`src/rtl/onion_gpio_edge_irq_if.sv`:
```
// Wishbone slave bus bundle for onion_gpio_edge_irq.
//   master : address decoder / bus side (drives address, strobes, write data)
//   slave  : the GPIO edge IRQ block (drives read data and acknowledge)
// Signals:
//   WBs_ADR_i       byte address inside the module aperture
//   WBs_CYC_i       decoded chip select
//   WBs_STB_i       transfer strobe
//   WBs_WE_i        1 = write
//   WBs_BYTE_STB_i  write byte enables
//   WBs_DAT_i       write data
//   WBs_DAT_o       read data, valid while WBs_ACK_o = 1
//   WBs_ACK_o       single-cycle acknowledge
interface onion_gpio_edge_irq_if #(
  parameter int ADDRWIDTH = 10
);
  logic [ADDRWIDTH-1:0] WBs_ADR_i;
  logic                 WBs_CYC_i;
  logic                 WBs_STB_i;
  logic                 WBs_WE_i;
  logic [3:0]           WBs_BYTE_STB_i;
  logic [31:0]          WBs_DAT_i;
  logic [31:0]          WBs_DAT_o;
  logic                 WBs_ACK_o;

  modport master (
    output WBs_ADR_i, WBs_CYC_i, WBs_STB_i, WBs_WE_i, WBs_BYTE_STB_i, WBs_DAT_i,
    input  WBs_DAT_o, WBs_ACK_o
  );

  modport slave (
    input  WBs_ADR_i, WBs_CYC_i, WBs_STB_i, WBs_WE_i, WBs_BYTE_STB_i, WBs_DAT_i,
    output WBs_DAT_o, WBs_ACK_o
  );
endinterface

```
`src/rtl/onion_gpio_edge_irq.sv`:
```
// onion_gpio_edge_irq
// Debounced GPIO input capture with rise/fall edge detection, sticky W1C
// status and a masked, registered level interrupt, behind a Wishbone slave.
//
// Ports:
//   WBs_CLK_i   single clock
//   WBs_RST_i   asynchronous active-low reset
//   wb          Wishbone slave bundle (onion_gpio_edge_irq_if.slave)
//   GPIO_IN_i   asynchronous pad inputs, NUM_PINS wide
//   IRQ_o       level interrupt, active-high: |(STATUS & MASK), one cycle late
//
// Register map (byte offset):
//   0x00 RAW     RO   synchronised inputs
//   0x04 DEB     RO   debounced inputs
//   0x08 RISE_EN RW
//   0x0C FALL_EN RW
//   0x10 STATUS  RO / write-1-to-clear
//   0x14 MASK    RW
//   0x18 DEB_THR RW   [DEB_WIDTH-1:0]
//   0x1C TSTAMP  RO   only with ONION_GPIO_EDGE_TIMESTAMP_EN defined
//   others read DEF_REG_VALUE, writes dropped
//
// Build option: define ONION_GPIO_EDGE_TIMESTAMP_EN to add a free-running
// 32-bit cycle counter that is captured into TSTAMP whenever a STATUS bit sets.
module onion_gpio_edge_irq #(
  parameter int          NUM_PINS      = 8,
  parameter int          ADDRWIDTH     = 10,
  parameter int          DEB_WIDTH     = 16,
  parameter logic [31:0] DEF_REG_VALUE = 32'hDEF_FAB_AC
) (
  input  logic                  WBs_CLK_i,
  input  logic                  WBs_RST_i,
  onion_gpio_edge_irq_if.slave  wb,
  input  logic [NUM_PINS-1:0]   GPIO_IN_i,
  output logic                  IRQ_o
);

  localparam int AW = ADDRWIDTH - 2;

  localparam logic [AW-1:0] IDX_RAW    = AW'(0);
  localparam logic [AW-1:0] IDX_DEB    = AW'(1);
  localparam logic [AW-1:0] IDX_RISE   = AW'(2);
  localparam logic [AW-1:0] IDX_FALL   = AW'(3);
  localparam logic [AW-1:0] IDX_STATUS = AW'(4);
  localparam logic [AW-1:0] IDX_MASK   = AW'(5);
  localparam logic [AW-1:0] IDX_THR    = AW'(6);
`ifdef ONION_GPIO_EDGE_TIMESTAMP_EN
  localparam logic [AW-1:0] IDX_TSTAMP = AW'(7);
`endif

  function automatic logic [31:0] merge_lanes(input logic [31:0] old_v,
                                              input logic [31:0] new_v,
                                              input logic [31:0] lane_m);
    return (old_v & ~lane_m) | (new_v & lane_m);
  endfunction

  logic [NUM_PINS-1:0]  sync1_q, sync1_d;
  logic [NUM_PINS-1:0]  raw_q, raw_d;
  logic [NUM_PINS-1:0]  deb_q, deb_d;
  logic [NUM_PINS-1:0]  deb_prev_q, deb_prev_d;
  logic [DEB_WIDTH-1:0] cnt_q [NUM_PINS];
  logic [DEB_WIDTH-1:0] cnt_d [NUM_PINS];
  logic [NUM_PINS-1:0]  rise_en_q, rise_en_d;
  logic [NUM_PINS-1:0]  fall_en_q, fall_en_d;
  logic [NUM_PINS-1:0]  status_q, status_d;
  logic [NUM_PINS-1:0]  mask_q, mask_d;
  logic [DEB_WIDTH-1:0] thr_q, thr_d;
  logic                 ack_q, ack_d;
  logic [31:0]          dat_q, dat_d;
  logic                 irq_q, irq_d;
`ifdef ONION_GPIO_EDGE_TIMESTAMP_EN
  logic [31:0]          ts_cnt_q, ts_cnt_d;
  logic [31:0]          tstamp_q, tstamp_d;
`endif

  logic [AW-1:0]        reg_idx;
  logic [31:0]          be_mask;
  logic                 access, wr_en, rd_en;
  logic [NUM_PINS-1:0]  edge_set, w1c;
  logic [31:0]          rd_val;
  logic                 unused_adr;

  assign reg_idx    = wb.WBs_ADR_i[ADDRWIDTH-1:2];
  assign unused_adr = ^wb.WBs_ADR_i[1:0];
  assign be_mask    = {{8{wb.WBs_BYTE_STB_i[3]}}, {8{wb.WBs_BYTE_STB_i[2]}},
                       {8{wb.WBs_BYTE_STB_i[1]}}, {8{wb.WBs_BYTE_STB_i[0]}}};

  // The transfer is accepted on the edge that raises ACK; the ~ack_q term
  // makes a held strobe acknowledge every other cycle.
  assign access = wb.WBs_CYC_i & wb.WBs_STB_i & ~ack_q;
  assign wr_en  = access & wb.WBs_WE_i;
  assign rd_en  = access & ~wb.WBs_WE_i;

  always_comb begin
    sync1_d    = GPIO_IN_i;
    raw_d      = sync1_q;
    deb_prev_d = deb_q;
    deb_d      = deb_q;
    for (int i = 0; i < NUM_PINS; i++) begin
      cnt_d[i] = '0;
      if (raw_q[i] != deb_q[i]) begin
        // >= so that lowering the threshold mid-count cannot strand a pin
        if (cnt_q[i] >= thr_q) deb_d[i] = raw_q[i];
        else                   cnt_d[i] = cnt_q[i] + DEB_WIDTH'(1);
      end
    end
  end

  always_comb begin
    rise_en_d = rise_en_q;
    fall_en_d = fall_en_q;
    mask_d    = mask_q;
    thr_d     = thr_q;
    w1c       = '0;
    if (wr_en) begin
      case (reg_idx)
        IDX_RISE:   rise_en_d = NUM_PINS'(merge_lanes(32'(rise_en_q), wb.WBs_DAT_i, be_mask));
        IDX_FALL:   fall_en_d = NUM_PINS'(merge_lanes(32'(fall_en_q), wb.WBs_DAT_i, be_mask));
        IDX_MASK:   mask_d    = NUM_PINS'(merge_lanes(32'(mask_q), wb.WBs_DAT_i, be_mask));
        IDX_THR:    thr_d     = DEB_WIDTH'(merge_lanes(32'(thr_q), wb.WBs_DAT_i, be_mask));
        IDX_STATUS: w1c       = NUM_PINS'(wb.WBs_DAT_i & be_mask);
        default:    ;
      endcase
    end
    edge_set = (deb_q & ~deb_prev_q & rise_en_q) | (~deb_q & deb_prev_q & fall_en_q);
    // set after clear: a new edge survives a simultaneous W1C
    status_d = (status_q & ~w1c) | edge_set;
    irq_d    = |(status_q & mask_q);
  end

`ifdef ONION_GPIO_EDGE_TIMESTAMP_EN
  always_comb begin
    ts_cnt_d = ts_cnt_q + 32'd1;
    tstamp_d = (|edge_set) ? ts_cnt_q : tstamp_q;
  end
`endif

  always_comb begin
    rd_val = DEF_REG_VALUE;
    case (reg_idx)
      IDX_RAW:    rd_val = 32'(raw_q);
      IDX_DEB:    rd_val = 32'(deb_q);
      IDX_RISE:   rd_val = 32'(rise_en_q);
      IDX_FALL:   rd_val = 32'(fall_en_q);
      IDX_STATUS: rd_val = 32'(status_q);
      IDX_MASK:   rd_val = 32'(mask_q);
      IDX_THR:    rd_val = 32'(thr_q);
`ifdef ONION_GPIO_EDGE_TIMESTAMP_EN
      IDX_TSTAMP: rd_val = tstamp_q;
`endif
      default:    ;
    endcase
    ack_d = access;
    dat_d = rd_en ? rd_val : 32'd0;
  end

  always_ff @(posedge WBs_CLK_i or negedge WBs_RST_i) begin
    if (!WBs_RST_i) begin
      sync1_q    <= '0;
      raw_q      <= '0;
      deb_q      <= '0;
      deb_prev_q <= '0;
      for (int i = 0; i < NUM_PINS; i++) cnt_q[i] <= '0;
      rise_en_q  <= '0;
      fall_en_q  <= '0;
      status_q   <= '0;
      mask_q     <= '0;
      thr_q      <= '0;
      ack_q      <= 1'b0;
      dat_q      <= '0;
      irq_q      <= 1'b0;
`ifdef ONION_GPIO_EDGE_TIMESTAMP_EN
      ts_cnt_q   <= '0;
      tstamp_q   <= '0;
`endif
    end else begin
      sync1_q    <= sync1_d;
      raw_q      <= raw_d;
      deb_q      <= deb_d;
      deb_prev_q <= deb_prev_d;
      for (int i = 0; i < NUM_PINS; i++) cnt_q[i] <= cnt_d[i];
      rise_en_q  <= rise_en_d;
      fall_en_q  <= fall_en_d;
      status_q   <= status_d;
      mask_q     <= mask_d;
      thr_q      <= thr_d;
      ack_q      <= ack_d;
      dat_q      <= dat_d;
      irq_q      <= irq_d;
`ifdef ONION_GPIO_EDGE_TIMESTAMP_EN
      ts_cnt_q   <= ts_cnt_d;
      tstamp_q   <= tstamp_d;
`endif
    end
  end

  assign wb.WBs_ACK_o = ack_q;
  assign wb.WBs_DAT_o = dat_q;
  assign IRQ_o        = irq_q;

endmodule

```
`src/flat_wrapper.sv`:
```
// flat-port wrapper written by rule: the top's interface ports become plain ports
module onion_gpio_edge_irq_flat 
#(
  parameter int          NUM_PINS      = 8,
  parameter int          ADDRWIDTH     = 10,
  parameter int          DEB_WIDTH     = 16,
  parameter logic [31:0] DEF_REG_VALUE = 32'hDEF_FAB_AC
)
  (WBs_CLK_i, WBs_RST_i, GPIO_IN_i, IRQ_o, wb_WBs_ADR_i, wb_WBs_CYC_i, wb_WBs_STB_i, wb_WBs_WE_i, wb_WBs_BYTE_STB_i, wb_WBs_DAT_i, wb_WBs_DAT_o, wb_WBs_ACK_o);
  onion_gpio_edge_irq_if #(.ADDRWIDTH(ADDRWIDTH)) wb_i ();
  input  logic WBs_CLK_i;
  input  logic WBs_RST_i;
  input  logic [NUM_PINS-1:0] GPIO_IN_i;
  output logic IRQ_o;
  input wire logic [$bits(wb_i.WBs_ADR_i)-1:0] wb_WBs_ADR_i;
  input wire logic [$bits(wb_i.WBs_CYC_i)-1:0] wb_WBs_CYC_i;
  input wire logic [$bits(wb_i.WBs_STB_i)-1:0] wb_WBs_STB_i;
  input wire logic [$bits(wb_i.WBs_WE_i)-1:0] wb_WBs_WE_i;
  input wire logic [$bits(wb_i.WBs_BYTE_STB_i)-1:0] wb_WBs_BYTE_STB_i;
  input wire logic [$bits(wb_i.WBs_DAT_i)-1:0] wb_WBs_DAT_i;
  output wire logic [$bits(wb_i.WBs_DAT_o)-1:0] wb_WBs_DAT_o;
  output wire logic [$bits(wb_i.WBs_ACK_o)-1:0] wb_WBs_ACK_o;
  assign wb_i.WBs_ADR_i = wb_WBs_ADR_i;
  assign wb_i.WBs_CYC_i = wb_WBs_CYC_i;
  assign wb_i.WBs_STB_i = wb_WBs_STB_i;
  assign wb_i.WBs_WE_i = wb_WBs_WE_i;
  assign wb_i.WBs_BYTE_STB_i = wb_WBs_BYTE_STB_i;
  assign wb_i.WBs_DAT_i = wb_WBs_DAT_i;
  assign wb_WBs_DAT_o = wb_i.WBs_DAT_o;
  assign wb_WBs_ACK_o = wb_i.WBs_ACK_o;
  onion_gpio_edge_irq #(.NUM_PINS(NUM_PINS), .ADDRWIDTH(ADDRWIDTH), .DEB_WIDTH(DEB_WIDTH), .DEF_REG_VALUE(DEF_REG_VALUE)) u_core (.WBs_CLK_i(WBs_CLK_i), .WBs_RST_i(WBs_RST_i), .wb(wb_i), .GPIO_IN_i(GPIO_IN_i), .IRQ_o(IRQ_o));
endmodule
```
`config.mk`:
```
export PLATFORM = sky130hd
export DESIGN_NAME = onion_gpio_edge_irq_flat
export DESIGN_NICKNAME = d
export VERILOG_FILES = /design/src/rtl/onion_gpio_edge_irq_if.sv /design/src/rtl/onion_gpio_edge_irq.sv /design/src/flat_wrapper.sv
export SDC_FILE = /design/constraint.sdc
export NUM_CORES = 1
export LEC_CHECK = 0
export BUFFER_PORTS_ARGS = -buffer_cell sky130_fd_sc_hd__buf_4
export CAP_MARGIN = 25
export CORE_ASPECT_RATIO = 1.25
export CORE_MARGIN = 2
export CORE_UTILIZATION = 25
export DETAILED_ROUTE_END_ITERATION = 10
export SLEW_MARGIN = 20
export SYNTH_ARGS = -nofsm -noshare
export SYNTH_HDL_FRONTEND = slang
export SYNTH_SLANG_ARGS = --single-unit
```
`constraint.sdc`:
```
create_clock -name WBs_CLK_i -period 5.3 [get_ports WBs_CLK_i]
set_input_delay 0 -clock WBs_CLK_i [delete_from_list [all_inputs] [get_ports WBs_CLK_i]]
set_output_delay 0 -clock WBs_CLK_i [all_outputs]
set_load 0.005 [all_outputs]
```
==> flow_summary.ini, run 1 <==
[status]
outcome = finished clean

[synth]
ys_seq_elements = 227
synth_flop_cell = dfrtp_1
synth_compound_area_share_pct = 7.64
postSynthCellCount = 1259
synth_fa_ha_area_share_pct = 13.4
synth_top_family_by_area = simple AND/OR/NAND/NOR gates
synthSimpleGateAreaFrac_pct = 18.3
synth_xor_area_share_pct = 8.25
seq_area_frac_synth_pct = 44.6
synth_area_sq_um = 12700
synth.area.top_cells = dfrtp_1 45%, ha_1 13%, xor2_1 5.9%
synth_edf_count = 0
yosys.area.top_type_share_pct = 44.6
synthMuxAreaShare_pct = 4.66
synth_top_area_cell = dfrtp_1
yosysUniqueCellTypes = 58
yosys_warnings = 0
async_reset_ff_share_pct = 100
avgSynthCellArea_sq_um = 10.1

[timing]
final-max-slew-violation-count = 0
slew_headroom_pct = 36.0
fin_skew_ps = 15.0
hold_ws_ps = 27.0
setup_violations = 0
post-route-period-util_pct = 54.5
max_freq_mhz = 346
fin_crit_ps = 2890
tightest_slew_ps = 958
fin_setup_tns_ps = 0
hold_violations = 0
rsz0062_at_grt = no

[drt]
drc = 0
antenna_left = 0
drt-total-wl_um = 30800
drt_iter0_markers = 449
viasPerCell = 4.59
vias = 9316
first_pass_iters = 5
avgRoutedWirePerCell_um = 15.2

[die]
fp.dieH_um = 256
die_area_sq_um = 52800
coreArea_sq_um = 50400
fp-row-count = 92
die_w_um = 206
ioPinCount = 93
start_util_pct = 25.3

[power_and_ir_drop]
leakage_nw = 7.29
peakVddDrop_mv = 0.172
p_per_area_nw_per_um2 = 248

[placed_design]
place.detailed.hpwl_um = 21700
portBuffers = 70
place_congestion = 0.805

[critical_path]
required_ps = 5670
critPathTopFamily = simple AND/OR/NAND/NOR gates
crit_top_cell = nand4_1
cp_num_buf_inv = 1
crit_fanout = 16
endpoint_kind = flop
worstSetupPathType = flop to flop
crit_chain = inv_1 > ha_1 > nand4_1 > or3_1 > or4_1 > nand4_1 > nor2_1
crit_slowest_cell = nand4_1
start_kind = flop
cpPeakStageDelay_ps = 550
crit_arrival_ps = 3260

[job]
maxCapViolCount = 0

[worst_hold_path]
hold_class = input pin to flop

[grt]
grt_first_pass_wirelength_um = 49800
grt_busiest_layer = met2
grt-ovfl-total = 0
grt_use_total_pct = 11.7
met1_usage_pct = 14.3
grt_pass1_vias = 9577
antenna_found_initial = 2
grt_max_degree = 132
met3_usage_pct = 1.36
use_met2_pct = 21.0

[clock_network]
cts_tree = done
clk_path_buf_depth = 3
cts_buffers = 24
htree_levels = 1
clk_latency_ps = 530
root_buffer = clkbuf_16
clkSinkCount = 227
clk_pin_slew_worst_paths_ps = 60

[layout]
area_growth_pct = 18.2
layout_commonest_cell = dfrtp_1
drive_gt1_share_pct = 12.8
nNetsFinal = 1547
layout_common_cells = 227 x dfrtp_1, 166 x nor2_1, 136 x ha_1
repair_timing:
action,4_1_cts,5_1_grt
resized for setup,0,0
buffers inserted,0,0
hold endpoints to repair,161,0
hold buffers,36,0
where the power goes:
part	total, mW	internal [mW]	switching, mW
sequential	1.79	1.76	0.0320
combinational	0.222	0.0939	0.128
clock	1.72	1.03	0.694
worst register-to-register path: cells and delay by family, from the launching register on:
kind,cells,cell delay [ps]
fa+ha+maj,1,300
buf+inv,1,500
simple gates,5,1580
flops,1,370
worst paths after layout:
check	from	to	slack [ps]	cells past startpoint
setup / recovery	flop	u_core.cnt_q[20]	2410	7
hold / removal	wb_WBs_BYTE_STB_i[0]	flop	30	5
setup reg to reg	flop	u_core.cnt_q[20]	2410	7
hold reg to reg	u_core.raw_d[0]	u_core.raw_q[0]	350	0
max in group asynchronous	WBs_RST_i	u_core.cnt_q[81]	4030	3
min in group asynchronous	WBs_RST_i	u_core.wb.WBs_DAT_o[11]	60	2
synthesized netlist by cell type (13+ instances only):
cell type,number
inv_1,39
a21oi_1,73
dfrtp_1,227
and3_1,25
nand2_1,105
nor3_1,14
xor2_1,86
nand4_1,32
xnor2_1,34
ha_1,136
buf_4,16
and4_1,13
nand3_1,52
clkbuf_1,17
o21ai_0,42
mux2_2,41
nor2_1,166
stage by stage:
step           setup slack (ps)  cell area (sq um)  utilization, %  instances  power (mW)
6_report                   2410              15100            29.9       2028        3.73
5_1_grt                    2160              15100            29.9       2028        3.90
4_1_cts                    2340              15000            29.8       2025        3.80
3_5_place_dp               2360              13900            27.5       1947        2.03
3_3_place_gp               2370              13900            27.5       1947        2.03
2_1_floorplan              2910              12700               -       1260        1.92
layout make-up:
| type | count | area (sq um) |
|---|---|---|
| fillers | 5254 | 35400 |
| multi-input cells | 951 | 6670 |
| flip-flops and latches | 227 | 5680 |
| repair buffers | 109 | 928 |
| well taps | 658 | 823 |
| clock buffers | 34 | 709 |
| inverters | 39 | 146 |
| clock inverters | 8 | 97.6 |
| diodes | 2 | 5.00 |
layer usage:
layer  vias to the layer above  wire length [um]
met3                        47              1180
met4                         0               860
met1                      4547             13500
met2                       153             15300
li1                       4569                 -
met5                         -                 0
logic make-up (layout without fill, tap and decap cells):
group                    count (synthesis)  count (layout)
AND/OR/NAND/NOR                        477             477
flip-flops                             227             227
AO/OA/AOI/OAI                          163             163
adder cells (fa/ha/maj)                136             136
XOR/XNOR                               120             120
buffers and inverters                   82             190
multiplexers                            53              53
other                                    1               4
(Power assumes the default switching activity.)
==> inputs of run 2 (changes only) <==
==> constraint.sdc (replaced) <==
create_clock -name WBs_CLK_i -period 2.6 [get_ports WBs_CLK_i]
set_input_delay 0 -clock WBs_CLK_i [delete_from_list [all_inputs] [get_ports WBs_CLK_i]]
set_output_delay 0 -clock WBs_CLK_i [all_outputs]
set_load 0.005 [all_outputs]
==> run 2 against run 1 <==
- register-to-register slack worse by 2300 ps
- utilization is 1.0 points higher
- largest cell class unchanged
- design area is 3.4% higher
- worst hold slack worse by 21 ps
- critical path type unchanged
- largest power group unchanged
- clock power is 100% higher
- wire length is 3.4% higher
- sequential share of layout area is 1.2 points lower
- non-clock buffer count is 46 higher
- combinational power is 130% higher
- critical endpoint is now u_core.cnt_q[84]
==> flow_summary.ini, run 2 (synthesized netlist as in run 1, its figures left out) <==
[status]
outcome = finished clean

[grt]
grt_first_pass_wirelength_um = 51800
grt_max_degree = 71
grt_use_total_pct = 12.2
grt_pass1_vias = 9765
grt-ovfl-total = 0
antenna_found_initial = 0

[clock_network]
htree_levels = 1
post-cts-setup-buffer-count = 0
clk_pin_slew_worst_paths_ps = 60
root_buffer = clkbuf_16
clkSinkCount = 227
cts_tree = done
clk_latency_ps = 530
clk_path_buf_depth = 3
cts_buffers = 24

[power_and_ir_drop]
peakVddDrop_mv = 0.399
p_per_area_nw_per_um2 = 488
leakage_nw = 7.59
p_total_mw = 7.60

[layout]
regArea_sq_um = 5680
layout_commonest_cell = dfrtp_1
drive_gt1_share_pct = 15.9
fin_area_sq_um = 15600
layout_common_cells = 226 x dfrtp_1, 166 x nor2_1, 136 x ha_1
diodes = 0
fillCellCount = 5209
nNetsFinal = 1593
multi_input_area_sq_um = 6670
fin_cells = 2069
area_growth_pct = 22.2

[timing]
hold_violations = 0
post-route-period-util_pct = 95.1
setup_violations = 0
slew_headroom_pct = 60.7
fin_setup_tns_ps = 0
fin_crit_ps = 2470
final-max-slew-violation-count = 0
max_freq_mhz = 404
tightest_slew_ps = 589
fin_skew_ps = 16.0
hold_ws_ps = 6.43
rsz0062_at_grt = no

[critical_path]
crit_fanout = 8
endpoint_kind = flop
regToRegSetupSlack_ps = 130
worstSetupPathType = flop to flop
r2r_cells = 8
crit_arrival_ps = 2930
required_ps = 3060
regToRegEndpoint = u_core.cnt_q[84]
start_kind = flop

[drt]
first_pass_iters = 5
vias = 9548
antenna_left = 0
avgRoutedWirePerCell_um = 15.4
drt-total-wl_um = 31800
viasPerCell = 4.61
drt_iter0_markers = 541
drc = 0

[die]
start_util_pct = 25.3
die_w_um = 206
fp-row-count = 92
die_area_sq_um = 52800
fp.dieH_um = 256
coreArea_sq_um = 50400
ioPinCount = 93

[worst_hold_path]
hold_class = input pin to async pin

[placed_design]
place.detailed.hpwl_um = 23200
place_congestion = 0.862
placed_cells = 1995
portBuffers = 70
dpl_cell_area_sq_um = 14400

[job]
maxCapViolCount = 0
## run 2: worst max-delay path by stage
stage	endpoint	slack, ps
6_report	u_core.cnt_q[84]	130
5_1_grt	flop	10
4_1_cts	u_core.cnt_q[79]	40
3_5_place_dp	u_core.cnt_q[79]	30
3_3_place_gp	u_core.cnt_q[73]	10
2_1_floorplan	u_core.cnt_q[90]	210
## run 2: routing by layer
layer | wire, um | global-route usage (%) | vias up
met2 | 16100 | 21.7 | 180
met4 | 894 | 4.27 | 0
met5 | 0 | 0 | -
met3 | 1170 | 1.12 | 47
li1 | - | - | 4658
met1 | 13700 | 15.3 | 4663
## run 2: power by group
| part | total [mW] | internal [mW] | switching, mW |
|---|---|---|---|
| Clock | 3.45 | 2.05 | 1.40 |
| Sequential | 3.65 | 3.59 | 0.0647 |
| Combinational | 0.502 | 0.228 | 0.273 |
| Total | 7.60 | 5.86 | 1.74 |
## run 2: layout make-up
cell class,instances,area share (%)
Clock buffer,30,4.40
Clock inverter,9,0.667
Inverter,39,0.940
Multi-Input combinational cell,951,42.9
Sequential cell,227,36.5
Tap cell,658,5.29
Timing Repair Buffer,155,9.37
## run 2: worst max-delay path, cell delays in order, from the launching register on
cell	delay [ps]
dfrtp_2	480
ha_1	310
nand2b_4	150
a2111oi_4	340
nor4_1	70
and4b_1	200
or4_4	560
buf_12	180
nor2_1	100
## run 2: what timing repair did
| item | in CTS | in global routing |
|---|---|---|
| resized for setup | 1 | 3 |
| pin swaps | 0 | 1 |
| hold endpoints to repair | 262 | 0 |
| hold buffers | 35 | 0 |
| cloned | 0 | 0 |
| endpoints found under the setup margin | 5 | 28 |
## run 2: per-stage QoR
step | setup slack [ps] | util, %
final | 126 | 30.9
after global routing | 14.5 | 30.9
after CTS | 35.5 | 30.9
after detailed placement | 27.5 | 28.6
after global placement | 11.8 | 28.6
after floorplan | 209 | -
